--- src/rtl/mario_motion_ctrl.sv ---
// Per-frame player motion sequencer: ground/rise/apex/fall FSM issuing one (dx, dy) step per frame.
// Optional late-jump grace window: define MARIO_COYOTE_JUMP_EN.
module mario_motion_ctrl #(
    parameter int STEP_W        = 6,
    parameter int RUN_SPEED     = 2,
    parameter int RISE_SPEED    = 2,
    parameter int JUMP_FRAMES   = 32,
    parameter int APEX_FRAMES   = 4,
    parameter int GRAVITY_MAX   = 4,
    parameter int COYOTE_FRAMES = 3
) (
    input  logic              Clk,
    input  logic              Reset,
    input  logic              frame_tick,
    input  logic [7:0]        keycode,
    input  logic              on_floor,
    input  logic              hit_ceiling,
    input  logic              at_left,
    input  logic              at_right,
    output logic              step_valid,
    input  logic              step_ready,
    output logic [STEP_W-1:0] step_dx,
    output logic [STEP_W-1:0] step_dy,
    output logic [1:0]        motion_state,
    output logic              facing_left,
    output logic [7:0]        overrun_cnt
);

    localparam logic [1:0] GROUND = 2'b00;
    localparam logic [1:0] RISE   = 2'b01;
    localparam logic [1:0] APEX   = 2'b10;
    localparam logic [1:0] FALL   = 2'b11;

    localparam logic [7:0] KEY_LEFT  = 8'h04;
    localparam logic [7:0] KEY_RIGHT = 8'h07;
    localparam logic [7:0] KEY_DOWN  = 8'h16;
    localparam logic [7:0] KEY_JUMP  = 8'h1A;

    localparam logic [STEP_W-1:0] RUN_POS  = STEP_W'(RUN_SPEED);
    localparam logic [STEP_W-1:0] RUN_NEG  = STEP_W'(-RUN_SPEED);
    localparam logic [STEP_W-1:0] RISE_NEG = STEP_W'(-RISE_SPEED);
    localparam logic [STEP_W-1:0] ONE      = STEP_W'(1);
    localparam logic [STEP_W-1:0] GMAX     = STEP_W'(GRAVITY_MAX);
    localparam logic [5:0]        JUMP_LD  = 6'(JUMP_FRAMES);
    localparam logic [3:0]        APEX_LD  = 4'(APEX_FRAMES);

    logic [1:0]        state;
    logic [5:0]        jump_cnt;
    logic [3:0]        apex_cnt;
    logic [STEP_W-1:0] fall_speed;

    logic [1:0]        nxt_state;
    logic [5:0]        nxt_jump;
    logic [3:0]        nxt_apex;
    logic [STEP_W-1:0] nxt_fall;
    logic [STEP_W-1:0] nxt_dx;
    logic [STEP_W-1:0] nxt_dy;
    logic              nxt_face;
    logic              accept;
    logic              coyote_jump;

    assign accept       = frame_tick & ~step_valid;
    assign motion_state = state;

`ifdef MARIO_COYOTE_JUMP_EN
    logic [7:0] coyote_cnt;
    logic [7:0] nxt_coyote;

    assign coyote_jump = (coyote_cnt != 8'd0) && (keycode == KEY_JUMP);

    always_comb begin
        nxt_coyote = coyote_cnt;
        case (state)
            GROUND:  nxt_coyote = on_floor ? 8'd0 : 8'(COYOTE_FRAMES);
            FALL: begin
                if (on_floor || coyote_jump)
                    nxt_coyote = 8'd0;
                else if (coyote_cnt != 8'd0)
                    nxt_coyote = coyote_cnt - 8'd1;
            end
            default: nxt_coyote = coyote_cnt;
        endcase
    end

    always_ff @(posedge Clk or posedge Reset) begin
        if (Reset)
            coyote_cnt <= 8'd0;
        else if (accept)
            coyote_cnt <= nxt_coyote;
    end
`else
    logic unused_cfg;
    assign coyote_jump = 1'b0;
    assign unused_cfg  = |COYOTE_FRAMES;
`endif

    // Horizontal command is independent of the vertical state.
    always_comb begin
        nxt_dx   = '0;
        nxt_face = facing_left;
        if (keycode == KEY_LEFT && !at_left) begin
            nxt_dx   = RUN_NEG;
            nxt_face = 1'b1;
        end else if (keycode == KEY_RIGHT && !at_right) begin
            nxt_dx   = RUN_POS;
            nxt_face = 1'b0;
        end
    end

    always_comb begin
        nxt_state = state;
        nxt_jump  = jump_cnt;
        nxt_apex  = apex_cnt;
        nxt_fall  = fall_speed;
        nxt_dy    = '0;
        case (state)
            GROUND: begin
                if (!on_floor) begin
                    nxt_state = FALL;
                    nxt_fall  = ONE;
                    nxt_dy    = ONE;
                end else if (keycode == KEY_JUMP && !hit_ceiling) begin
                    nxt_state = RISE;
                    nxt_jump  = JUMP_LD;
                    nxt_dy    = RISE_NEG;
                end
            end
            RISE: begin
                if (jump_cnt == 6'd1 || hit_ceiling || keycode == KEY_DOWN) begin
                    if (APEX_FRAMES > 0) begin
                        nxt_state = APEX;
                        nxt_apex  = APEX_LD;
                    end else begin
                        nxt_state = FALL;
                        nxt_fall  = ONE;
                        nxt_dy    = ONE;
                    end
                end else begin
                    nxt_jump = jump_cnt - 6'd1;
                    nxt_dy   = RISE_NEG;
                end
            end
            APEX: begin
                if (apex_cnt == 4'd1) begin
                    nxt_state = FALL;
                    nxt_fall  = ONE;
                    nxt_dy    = ONE;
                end else begin
                    nxt_apex = apex_cnt - 4'd1;
                end
            end
            FALL: begin
                if (on_floor) begin
                    nxt_state = GROUND;
                end else if (coyote_jump) begin
                    nxt_state = RISE;
                    nxt_jump  = JUMP_LD;
                    nxt_dy    = RISE_NEG;
                end else begin
                    if (keycode == KEY_DOWN || fall_speed >= GMAX)
                        nxt_fall = GMAX;
                    else
                        nxt_fall = fall_speed + ONE;
                    nxt_dy = (keycode == KEY_DOWN || fall_speed >= GMAX) ? GMAX : fall_speed + ONE;
                end
            end
        endcase
    end

    always_ff @(posedge Clk or posedge Reset) begin
        if (Reset) begin
            state       <= GROUND;
            jump_cnt    <= '0;
            apex_cnt    <= '0;
            fall_speed  <= '0;
            step_valid  <= 1'b0;
            step_dx     <= '0;
            step_dy     <= '0;
            facing_left <= 1'b0;
            overrun_cnt <= '0;
        end else begin
            if (accept) begin
                state       <= nxt_state;
                jump_cnt    <= nxt_jump;
                apex_cnt    <= nxt_apex;
                fall_speed  <= nxt_fall;
                step_dx     <= nxt_dx;
                step_dy     <= nxt_dy;
                facing_left <= nxt_face;
                step_valid  <= 1'b1;
            end else if (step_valid && step_ready) begin
                step_valid <= 1'b0;
            end
            if (frame_tick && step_valid && overrun_cnt != 8'hFF)
                overrun_cnt <= overrun_cnt + 8'd1;
        end
    end

endmodule
--- config.mk ---
export PLATFORM = sky130hd
export DESIGN_NAME = mario_motion_ctrl
export DESIGN_NICKNAME = d
export VERILOG_FILES = /design/src/rtl/mario_motion_ctrl.sv
export SDC_FILE = /design/constraint.sdc
export NUM_CORES = 1
export LEC_CHECK = 0
export ABC_AREA = 1
export BUFFER_PORTS_ARGS = -buffer_cell sky130_fd_sc_hd__buf_4
export CORE_ASPECT_RATIO = 0.9
export CORE_MARGIN = 3
export CORE_UTILIZATION = 45
export CTS_CLUSTER_SIZE = 40
export DETAILED_ROUTE_END_ITERATION = 12
export GPL_ROUTABILITY_DRIVEN = 0
export PLACE_DENSITY = 0.67
export RECOVER_POWER = 25
export SLEW_MARGIN = 20
export SYNTH_ARGS = -nofsm -noshare
export SYNTH_HDL_FRONTEND = slang
export SYNTH_SLANG_ARGS = --single-unit
--- constraint.sdc ---
create_clock -name Clk -period 3.9 [get_ports Clk]
set_input_delay 1.17 -clock Clk [delete_from_list [all_inputs] [get_ports Clk]]
set_output_delay 1.17 -clock Clk [all_outputs]
set_load 0.1 [all_outputs]
==> results by group, run 1 <==
Run status
  – Outcome: complete, but fails checks
  – Violations in the final reports: max-capacitance violations, max-slew violations

Synthesis
  – Seq/Total Area, Yosys: between 40% and 50%
  – Largest cells by area after synthesis: sky130_fd_sc_hd__dfrtp_1 (42%), sky130_fd_sc_hd__nand2_1 (13%), sky130_fd_sc_hd__ha_1 (7.1%)
  – Number of synthesis warnings: 0
  – Number of distinct library cell variants in the gate-level netlist after synthesis: 28
  – Netlist area before placement: 0.00212 mm2
  – Synth area leader: sky130_fd_sc_hd__dfrtp_1
  – Fraction of post-synthesis cell area in the top cell type by area: between 40% and 50%
  – Syn Area/Cell: between 7 and 8 um2
  – Instance count of the mapped netlist: approximately 270
  – Register bit count reported by yosys: 36
  – Post-synthesis net count: between 200 and 300

STA
  – Post-Route Setup TNS: 0 ns
  – F_max: between 300 and 400 MHz
  – Unrepaired setup endpoints after global routing: false
  – Worst Slack Setup Final: roughly 1.2 ns
  – Least-Margin Pin Slew: 1.92 ns
  – Final worst path period need: 2.67 ns
  – Period utilisation layout: around two thirds
  – Final setup violation count: 0
  – Final Skew: 0.00389 ns
  – Fin. max-slew vios: 37
  – Worst-case hold slack: between 0.4 and 0.5 ns
  – Relative slew slack: -27.7%
  – Number of hold-slack violations in the final timing report: 0

Setup path
  – Startpoint types: input port
  – Biggest fanout along the worst timing path: 36
  – Worst-case register-to-register setup slack: roughly 2.1 ns
  – Critical path class: input port to asynchronous set/reset pin
  – Required time of the critical path: just under 4 ns
  – Category of the worst setup path capture point: asynchronous set/reset pin
  – Critical path data arrival time: about 2.7 ns

Power
  – Leak: ~1.4 nW
  – Combinational Power Share: between 50% and 60%
  – Power per cell area: approximately 760 mW/mm2
  – Worst supply voltage drop on vdd: roughly 0.00059 V
  – Net Sw Power: a little over 1 mW
  – Clock network fraction of total power: between 10% and 20%
  – Cell internal pwr: ~920 uW
  – Tot Pwr: ~1.9 mW
  – Relative contribution of sequential cells to total power: slightly above 30%
  – Fraction of power spent switching nets: 52.6%

Clocking
  – Clock net sink count: 36
  – Number of CTS-inserted buffers: 5
  – Clock Pin Slew Worst Setup and Hold Paths: ~0.070 ns
  – Clock Root Buffer: sky130_fd_sc_hd__clkbuf_8
  – Clock tree from TritonCTS: yes
  – Count of buffers added by post-CTS timing repair for setup: 0
  – H-tree depth: 2
  – Latest clock arrival within the worst-skew pair: around 0.29 ns
  – Total of hold buffers inserted after clock tree synthesis: 0
  – Number of gates resized after CTS: 0
  – Largest buffer count on any clock path: 2

Placed design
  – Number of port buffers: 38
  – Detailed-placement wirelength estimate: 3230 um
  – Total placed instance area: between 0.002 and 0.0025 mm2
  – Post-place setup slack: ~1.3 ns

Global routing
  – Overall fraction of global-route tracks in use: around 17%
  – Number of antenna violations at the first check in global routing: 0
  – Remaining global-route overflow: 0
  – Global-route wire length before repair: 7490 um
  – Number of global-route vias before repair: between 1500 and 2000
  – Pin count of the biggest net entering global routing: 37

Floorplan
  – Ports placed on the boundary: 40
  – Die span in x: ~80 um
  – Die Height: 71.1 um
  – Starting Density: 47.3%
  – Core area: roughly 0.0045 mm2
  – Area of the die: 0.00558 mm2
  – Number of placement rows: 23

Final layout
  – Relative area change from synthesis to final layout: 19.9%
  – Share of layout cells above drive strength 1: 20.4%
  – Most frequent cells in the layout: sky130_fd_sc_hd__nand2_1 (76), sky130_fd_sc_hd__inv_1 (37), sky130_fd_sc_hd__buf_4 (37), sky130_fd_sc_hd__dfrtp_1 (36), sky130_fd_sc_hd__nor2_1 (24)
  – Cell area after layout: between 0.002 and 0.003 mm2
  – Count of nets after finishing: 340
  – Most common library cell in the layout ignoring fill and taps: sky130_fd_sc_hd__nand2_1
  – Total of fill cells in the finished design: around 450
  – Diodes inserted: 0

Drt
  – 1st-iter DRT viols: 53
  – Number of vias per cell: between 4 and 5
  – Remaining DRCs: 0
  – First-pass detailed-route iteration total: 4
  – Routed wire length: 4230 um
  – Overall via count from detail_route: 1760
  – Post-route ant nets: 0
  – Drt wl/cell: between 10 and 15 um

Flow run
  – MaxCap Viol Count: 1

Min path
  – Class of the worst hold path: flop to flop
-- path summary, 6_finish.rpt --
kind | cells after the start | start | end
worst max-delay path | 3 | Reset | jump_cnt[5]$_DFFE_PP0P_
worst min-delay path | 2 | fall_speed[5]$_DFFE_PP0P_ | fall_speed[5]$_DFFE_PP0P_
worst max register to register | 9 | motion_state[1]$_DFFE_PP0P_ | jump_cnt[3]$_DFFE_PP0P_
worst min register to register | 2 | fall_speed[5]$_DFFE_PP0P_ | fall_speed[5]$_DFFE_PP0P_
max in group Clk | 1 | overrun_cnt[2]$_DFFE_PP0P_ | overrun_cnt[2]
min in group asynchronous | 3 | Reset | fall_speed[4]$_DFFE_PP0P_
-- synthesized netlist by cell type, drive strengths merged --
library cell  count
nor4              2
dfrtp            36
nand2            79
and2              1
nor2             27
xnor2             8
nor3              3
o22ai             2
or2               1
conb              1
ha               12
inv              40
a21oi             8
buf               5
nand4             8
nand3            20
nand3b            3
o21ai            12
xor2              3
-- final cells by class --
class                   count  area (um2)  share of cell area (%)
inverters                  40         150                    5.90
clock buffers               6        82.6                    3.25
well taps                  62        77.6                    3.05
clock inverters             2        10.0                   0.394
repair buffers             39         289                    11.4
flip-flops and latches     36         901                    35.4
multi-input cells         190        1030                    40.6
-- worst max-delay path: stages --
cell and delay, ns:
sky130_fd_sc_hd__clkbuf_4 0.10, sky130_fd_sc_hd__inv_1 0.04, sky130_fd_sc_hd__clkbuf_1 1.37
-- cells by family after synthesis --
group,count (synthesis),synth area share [%]
AO/OA/AOI/OAI,22,6.90
buffers and inverters,45,8.84
other,1,0.177
flip-flops,36,42.5
XOR/XNOR,11,4.54
adder cells (fa/ha/maj),12,7.08
AND/OR/NAND/NOR,144,30.0
-- stage by stage --
step / utilization (%) / cells
3_3_place_gp: 54.7 / 367
5_1_grt: 56.7 / 375
4_1_cts: 56.7 / 375
6_report: 56.7 / 375
3_5_place_dp: 54.7 / 367
2_1_floorplan: - / 271
-- power by group through the flow --
stage	logic, mW	clock network, mW	registers (mW)
CTS	1.08	0.283	0.597
detailed placement	1.08	0	0.602
global placement	1.06	0	0.601
floorplan	0.481	0	0.975
finish	1.07	0.272	0.597
global route	1.17	0.300	0.620
-- state kept, by name, indices dropped and copies added, names as in the netlist, 2 cells and up --
register / flops
apex_cnt: 4
fall_speed: 6
jump_cnt: 6
motion_state: 2
overrun_cnt: 8
step_dx: 2
step_dy: 6
-- routing by layer --
metal	GRT usage, %	routed length [um]	part of all wire (%)	vias to the layer above
li1	-	-	-	932
met1	21.6	2000	47	798
met2	28.1	1980	47	23
met3	4.20	173	4.1	7
met4	6.60	68	1.6	0
met5	0	0	0	-
(Power assumes the default switching activity.)
==> run 2: changes to the inputs <==
==> constraint.sdc (replaced) <==
create_clock -name Clk -period 2.7 [get_ports Clk]
set_input_delay 0.81 -clock Clk [delete_from_list [all_inputs] [get_ports Clk]]
set_output_delay 0.81 -clock Clk [all_outputs]
set_load 0.1 [all_outputs]
==> run 2 against run 1 <==
  * The flow now finishes without violations
  * Core utilization up 0.61 points
  * Sequential cell count stayed put
  * Sequential share of layout area fell by 0.38 points
  * Wire length is 0.83% higher
  * Non-clock buffer count rose by 1
  * First-iteration DRC count shrank 23%
  * Clock power is 71% higher
  * Critical path type is now flop to primary output
  * Critical endpoint is now overrun_cnt[2]
  * Largest cell class unchanged
  * Highest routed layer unchanged
==> results by group, run 2 (same netlist as run 1, synthesis figures left out) <==
Run status
  – Outcome: finished clean

Min path
  – WHS Endpoint: facing_left$_DFFE_PP0P_
  – Class of the worst hold path: flop to flop
  – Hold wc startpoint: facing_left$_DFFE_PP0P_
  – WHS Path Cells: 2

Final layout
  – Count of nets after finishing: roughly 340
  – Most common library cell in the layout ignoring fill and taps: sky130_fd_sc_hd__nand2_1
  – Flip-flop count of the largest register after layout: 8
  – Diodes inserted: 0
  – Cell area after layout: approximately 0.0026 mm2
  – Relative area change from synthesis to final layout: 21.2%
  – Share of layout cells above drive strength 1: between 20% and 30%
  – Most frequent cells in the layout: sky130_fd_sc_hd__nand2_1 (76), sky130_fd_sc_hd__buf_4 (38), sky130_fd_sc_hd__inv_1 (37), sky130_fd_sc_hd__dfrtp_1 (36), sky130_fd_sc_hd__nor2_1 (24)
  – Final core occ: 57.3%
  – Post-Layout Cell Count: around 380
  – Biggest register: overrun_cnt

STA
  – Worst Slack Setup Final: just over 0.8 ns
  – F_max: between 500 and 600 MHz
  – Period utilisation layout: approximately 70%
  – Unrepaired setup endpoints after global routing: false
  – Worst-case hold slack: between 0.4 and 0.5 ns
  – Least-Margin Pin Slew: around 0.9 ns
  – Relative slew slack: roughly 40%
  – Final Skew: just under 0.01 ns
  – Fin. max-slew vios: 0
  – Post-Route Setup TNS: 0 ns
  – Final worst path period need: 1.89 ns
  – Number of hold-slack violations in the final timing report: 0
  – Final setup violation count: 0

Global routing
  – Number of global-route vias before repair: approximately 1700
  – Remaining global-route overflow: 0
  – Number of antenna violations at the first check in global routing: 0
  – Global-route wire length before repair: 7880 um
  – Overall fraction of global-route tracks in use: between 15 and 20%
  – Pin count of the biggest net entering global routing: 37

Setup path
  – Total buffers and inverters traversed by the critical path: 1
  – Worst-case register-to-register setup slack: 0.98 ns
  – Category of the worst setup path capture point: primary output
  – Delay of the slowest critical-path stage: around 0.46 ns
  – CP max-delay cell: sky130_fd_sc_hd__dfrtp_1
  – Reg-to-reg startpoint: motion_state[1]$_DFFE_PP0P_
  – Biggest fanout along the worst timing path: 6
  – Dominant delay contributor by cell family on the critical path: flip-flops
  – Required time of the critical path: around 1.9 ns
  – FF-to-FF path depth: 9
  – Critical path class: flop to primary output
  – Ordered cell list for the critical path: buf_4
  – Destination of the worst register-to-register timing path: jump_cnt[3]$_DFFE_PP0P_
  – Critical path data arrival time: between 1 and 1.5 ns
  – Startpoint types: flop

Floorplan
  – Ports placed on the boundary: 40
  – Die span in x: 78.4 um
  – Core area: between 0.004 and 0.005 mm2
  – Area of the die: roughly 0.0056 mm2
  – Starting Density: a little under half
  – Number of placement rows: 23
  – Die Height: just over 70 um

Power
  – Tot Pwr: between 2 and 3 mW
  – Power per cell area: 1120 mW/mm2
  – Worst supply voltage drop on vdd: roughly 0.0008 V
  – Leak: between 1 and 1.5 nW

Clocking
  – Clock Pin Slew Worst Setup and Hold Paths: roughly 0.08 ns
  – Number of gates resized after CTS: 0
  – Latest clock arrival within the worst-skew pair: 0.28 ns
  – H-tree depth: 2
  – Clock net sink count: 36
  – Number of CTS-inserted buffers: 5
  – Clock Root Buffer: sky130_fd_sc_hd__clkbuf_8
  – Count of buffers added by post-CTS timing repair for setup: 0
  – Largest buffer count on any clock path: 2
  – Total of hold buffers inserted after clock tree synthesis: 0
  – Clock tree from TritonCTS: yes

Drt
  – Drt wl/cell: 11.3 um
  – 1st-iter DRT viols: approximately 40
  – Remaining DRCs: 0
  – Routed wire length: ~4300 um
  – Overall via count from detail_route: roughly 1800
  – First-pass detailed-route iteration total: 4
  – Number of vias per cell: 4.68
  – Post-route ant nets: 0

Placed design
  – Total placed instance area: roughly 0.0025 mm2
  – Detailed-placement wirelength estimate: ~3300 um
  – Post-place setup slack: 0.722 ns
  – Placed cell count: 368
  – Number of port buffers: 38

Flow run
  – MaxCap Viol Count: 0
==> run 2: cell types whose count changed in the layout (fill, tap and decap cells not counted), sizes merged <==
cell / change
buf: +1
bufinv: +1
clkbuf: -1
clkinv: -1
clkinvlp: +1
==> run 2: layout make-up <==
| class | count | area [um2] |
|---|---|---|
| inverters | 40 | 150 |
| fillers | 459 | 1920 |
| clock inverters | 3 | 42.5 |
| well taps | 62 | 77.6 |
| multi-input cells | 190 | 1030 |
| repair buffers | 40 | 298 |
| clock buffers | 5 | 68.8 |
| flip-flops and latches | 36 | 901 |
==> run 2: metal layers <==
layer	global-route usage, %	wire, um	vias up
met4	4.66	48	0
met1	23.9	2110	795
li1	-	-	930
met3	3.31	157	5
met2	28.9	1950	30
met5	0	0	-
==> run 2: worst max path at each step <==
stage,from,end,slack (ns),depth (start not counted)
final,overrun_cnt[2]$_DFFE_PP0P_,overrun_cnt[2],0.81,1
after global routing,overrun_cnt[2]$_DFFE_PP0P_,overrun_cnt[2],0.76,1
after CTS,overrun_cnt[2]$_DFFE_PP0P_,overrun_cnt[2],0.80,1
after detailed placement,keycode[6],jump_cnt[5]$_DFFE_PP0P_,0.72,9
after global placement,keycode[5],jump_cnt[5]$_DFFE_PP0P_,0.74,9
after floorplan,step_dx[4]$_DFFE_PP0P_,step_dx[3],0.52,1
==> run 2: worst reg2reg max path, cell delays in order, from the launching register on <==
cell,delay [ns]
sky130_fd_sc_hd__dfrtp_1,0.43
sky130_fd_sc_hd__inv_1,0.12
sky130_fd_sc_hd__ha_1,0.31
sky130_fd_sc_hd__inv_2,0.11
sky130_fd_sc_hd__o21ai_2,0.12
sky130_fd_sc_hd__nand2_1,0.09
sky130_fd_sc_hd__a21oi_4,0.16
sky130_fd_sc_hd__nand2_4,0.13
sky130_fd_sc_hd__nand2_1,0.10
sky130_fd_sc_hd__o21ai_2,0.05
==> run 2: power by group <==
group	leakage (nW)	switching [mW]	total, mW	internal, mW
combinational	0.869	1.12	1.55	0.432
clock	0.0541	0.192	0.465	0.273
sequential	0.463	0.166	0.860	0.694
==> run 3: changes to the inputs <==
--- a/config.mk
+++ b/config.mk
@@ -5,7 +5,7 @@
 export SDC_FILE = /design/constraint.sdc
 export NUM_CORES = 1
 export LEC_CHECK = 0
-export ABC_AREA = 1
+export ABC_AREA = 0
 export BUFFER_PORTS_ARGS = -buffer_cell sky130_fd_sc_hd__buf_4
 export CORE_ASPECT_RATIO = 0.9
 export CORE_MARGIN = 3
==> constraint.sdc (replaced) <==
create_clock -name Clk -period 1.94 [get_ports Clk]
set_input_delay 0.582 -clock Clk [delete_from_list [all_inputs] [get_ports Clk]]
set_output_delay 0.582 -clock Clk [all_outputs]
set_load 0.1 [all_outputs]
==> run 3 against run 2 <==
  * The run now ends with negative setup slack left
  * Register-to-register slack lost 1.1 ns
  * Clock skew shrank 0.0047 ns
  * Global-route usage grew 0.65 points
  * Critical path type is now flop to flop
  * Count of clock-buffer cells in the layout grew 1
  * Sequential share of layout area shrank 0.60 points
==> results by group, run 3 <==
Min path
  – WHS Endpoint: step_valid$_DFFE_PP0P_
  – WHS Path Cells: 2
  – Hold wc startpoint: step_ready
  – Class of the worst hold path: input port to flop

Final layout
  – Most common library cell in the layout ignoring fill and taps: sky130_fd_sc_hd__buf_4
  – Biggest register: overrun_cnt
  – Diodes inserted: 0
  – Final core occ: between 60% and 70%
  – Cell area after layout: 0.00269 mm2
  – Count of nets after finishing: between 200 and 300
  – Share of layout cells above drive strength 1: between 30% and 40%
  – Relative area change from synthesis to final layout: 35.4%
  – Most frequent cells in the layout: sky130_fd_sc_hd__buf_4 (61), sky130_fd_sc_hd__dfrtp_1 (24), sky130_fd_sc_hd__nor2_1 (20), sky130_fd_sc_hd__nand2_1 (13)
  – Flip-flop count of the largest register after layout: 8

Drt
  – Drt wl/cell: 13.5 um
  – First-pass detailed-route iteration total: 4
  – Remaining DRCs: 0
  – 1st-iter DRT viols: 102
  – Number of vias per cell: 5.17
  – Overall via count from detail_route: approximately 1700
  – Post-route ant nets: 0
  – Routed wire length: about 4400 um

Synthesis
  – Async S/R FF share, synth: 100%
  – Most numerous cell in the Yosys netlist: sky130_fd_sc_hd__dfrtp_1
  – Largest cells by area after synthesis: sky130_fd_sc_hd__dfrtp_1 (45%), sky130_fd_sc_hd__ha_1 (7.6%), sky130_fd_sc_hd__nor2_1 (4.0%)
  – Register bit count reported by yosys: 36
  – Primary flip-flop cell chosen by synthesis mapping: sky130_fd_sc_hd__dfrtp_1
  – Number of distinct library cell variants in the gate-level netlist after synthesis: 49
  – Instance count of the mapped netlist: roughly 200
  – Netlist area before placement: between 0.0015 and 0.002 mm2
  – Seq/Total Area, Yosys: between 40 and 50%
  – Fraction of post-synthesis cell area in the top cell type by area: a little under half
  – Synth area leader: sky130_fd_sc_hd__dfrtp_1
  – Number of synthesis warnings: 0
  – Syn Area/Cell: just under 10 um2
  – Number of enable flip-flop cells after synthesis: 0
  – Post-synthesis net count: roughly 230
  – Top cells by count, synth: sky130_fd_sc_hd__dfrtp_1 (36), sky130_fd_sc_hd__nor2_1 (21), sky130_fd_sc_hd__o21ai_0 (14), sky130_fd_sc_hd__inv_1 (13), sky130_fd_sc_hd__nand2_1 (13)

Power
  – Combinational Power Share: between 50% and 60%
  – Leak: around 1.3 nW
  – Relative contribution of sequential cells to total power: 29.1%
  – Fraction of power spent switching nets: between 40% and 50%
  – Clock network fraction of total power: between 15 and 20%
  – Worst supply voltage drop on vdd: roughly 0.0013 V
  – Power per cell area: between 1500 and 2000 mW/mm2
  – Net Sw Power: between 2 and 2.5 mW
  – Cell internal pwr: 2.15 mW

Global routing
  – Global-route wire length before repair: just under 8000 um
  – Number of global-route vias before repair: about 1700
  – Overall fraction of global-route tracks in use: between 10% and 20%
  – Number of antenna violations at the first check in global routing: 0
  – Pin count of the biggest net entering global routing: 37
  – Remaining global-route overflow: 0

Clocking
  – Clock Root Buffer: sky130_fd_sc_hd__clkbuf_8
  – Total of hold buffers inserted after clock tree synthesis: 0
  – Clock Pin Slew Worst Setup and Hold Paths: 0.07 ns
  – Largest buffer count on any clock path: 2
  – Clock tree from TritonCTS: yes
  – Number of CTS-inserted buffers: 5
  – Latest clock arrival within the worst-skew pair: 0.28 ns
  – H-tree depth: 2
  – Clock net sink count: 36

Setup path
  – Ordered cell list for the critical path: inv_2 -> ha_1 -> or4b_4 -> o21a_1 -> a21o_4 -> buf_4 -> o21bai_1 -> a21o_1
  – Destination of the worst register-to-register timing path: apex_cnt[3]$_DFFE_PP0P_
  – Biggest fanout along the worst timing path: 7
  – Delay of the slowest critical-path stage: about 0.46 ns
  – Required time of the critical path: about 2.1 ns
  – CP max-delay cell: sky130_fd_sc_hd__or4b_4
  – Category of the worst setup path capture point: flop
  – Critical path data arrival time: roughly 2.2 ns
  – FF-to-FF path depth: 8
  – Reg-to-reg startpoint: jump_cnt[1]$_DFFE_PP0P_
  – Startpoint types: flop
  – Dominant delay contributor by cell family on the critical path: compound AO/OA/AOI/OAI gates
  – Total buffers and inverters traversed by the critical path: 2
  – Worst-case register-to-register setup slack: -0.12 ns
  – Critical path class: flop to flop

Floorplan
  – Ports placed on the boundary: 40
  – Die Height: a little under 70 um
  – Die span in x: 76.0 um
  – Core area: about 0.0042 mm2
  – Number of placement rows: 22
  – Starting Density: a little under half
  – Area of the die: 0.00525 mm2

STA
  – Worst-case hold slack: about 0.47 ns
  – Relative slew slack: between 40% and 50%
  – F_max: 486 MHz
  – Final worst path period need: about 2 ns
  – Least-Margin Pin Slew: approximately 0.88 ns
  – Fin. max-slew vios: 0
  – Number of hold-slack violations in the final timing report: 0
  – Unrepaired setup endpoints after global routing: true
  – Period utilisation layout: 106%
  – Final setup violation count: 4
  – Worst Slack Setup Final: -0.117 ns
  – Final Skew: about 0.0050 ns

Placed design
  – Total placed instance area: 0.00252 mm2
  – Number of port buffers: 38
  – Detailed-placement wirelength estimate: between 3000 and 4000 um
  – Post-place setup slack: -0.107 ns

Flow run
  – MaxCap Viol Count: 0

Run status
  – Violations in the final reports: negative setup slack
  – Outcome: complete, but fails checks
==> run 3: worst register-to-register path, stage by stage (launching register included) <==
cell                       delay (ns)
sky130_fd_sc_hd__dfrtp_1         0.39
sky130_fd_sc_hd__inv_2           0.06
sky130_fd_sc_hd__ha_1            0.12
sky130_fd_sc_hd__or4b_4          0.46
sky130_fd_sc_hd__o21a_1          0.19
sky130_fd_sc_hd__a21o_4          0.21
sky130_fd_sc_hd__buf_4           0.17
sky130_fd_sc_hd__o21bai_1        0.17
sky130_fd_sc_hd__a21o_1          0.18
==> run 3: cell families (layout without fill, tap and decap cells) <==
kind of cell	Yosys count	in the layout	share of synthesized area [%]
buffers and inverters	21	85	4.73
AO/OA/AOI/OAI	44	44	16.1
adder cells (fa/ha/maj)	12	12	7.56
multiplexers	4	4	2.08
other	1	1	0.189
AND/OR/NAND/NOR	78	78	20.9
XOR/XNOR	7	7	3.09
flip-flops	36	36	45.4
==> run 3: cell type report <==
class	instances	area, um2
fill	329	1470
inverter	14	52.6
multi-input combinational	146	1060
tap	60	75.1
sequential	36	926
clock inverter	2	35.0
timing repair buffer	63	470
clock buffer	6	72.6
==> run 3: worst max path at each step <==
stage	start	endpoint	cells after the start
after floorplan	jump_cnt[1]$_DFFE_PP0P_	apex_cnt[2]$_DFFE_PP0P_	7
after global placement	jump_cnt[1]$_DFFE_PP0P_	apex_cnt[2]$_DFFE_PP0P_	7
after detailed placement	jump_cnt[1]$_DFFE_PP0P_	motion_state[0]$_DFFE_PP0P_	7
after CTS	jump_cnt[1]$_DFFE_PP0P_	apex_cnt[2]$_DFFE_PP0P_	7
after global routing	jump_cnt[1]$_DFFE_PP0P_	motion_state[0]$_DFFE_PP0P_	7
final	jump_cnt[1]$_DFFE_PP0P_	apex_cnt[3]$_DFFE_PP0P_	8
==> run 3: metrics by stage <==
step                setup TNS, ns  cells  total power, mW
floorplan                  -0.176    203             2.88
global placement           -0.357    317             3.50
detailed placement         -0.796    317             3.53
CTS                        -0.339    327             4.24
global route                -1.23    327             4.56
finish                     -0.323    327             4.27
==> run 3: layer usage <==
metal | global-route usage, % | up-vias | part of all wire, %
li1 | - | 848 | -
met1 | 24.1 | 805 | 47
met2 | 28.9 | 31 | 48
met3 | 5.61 | 6 | 4.1
met4 | 4.83 | 0 | 0.95
met5 | 0 | - | 0
==> run 3: power groups by stage <==
stage | Sequential (mW) | Combinational [mW] | Clock, mW
finish | 1.24 | 2.38 | 0.644
CTS | 1.24 | 2.34 | 0.662
global placement | 1.25 | 2.25 | 0
detailed placement | 1.25 | 2.28 | 0
floorplan | 2.09 | 0.792 | 0
global route | 1.29 | 2.57 | 0.702
==> run 3: repair_timing <==
| action | CTS | global route |
|---|---|---|
| setup buffers | 2 | 0 |
| setup endpoints to repair | 6 | 21 |
| pin swaps | 2 | 1 |
| gates cloned | 0 | 0 |
| resized for setup | 4 | 7 |
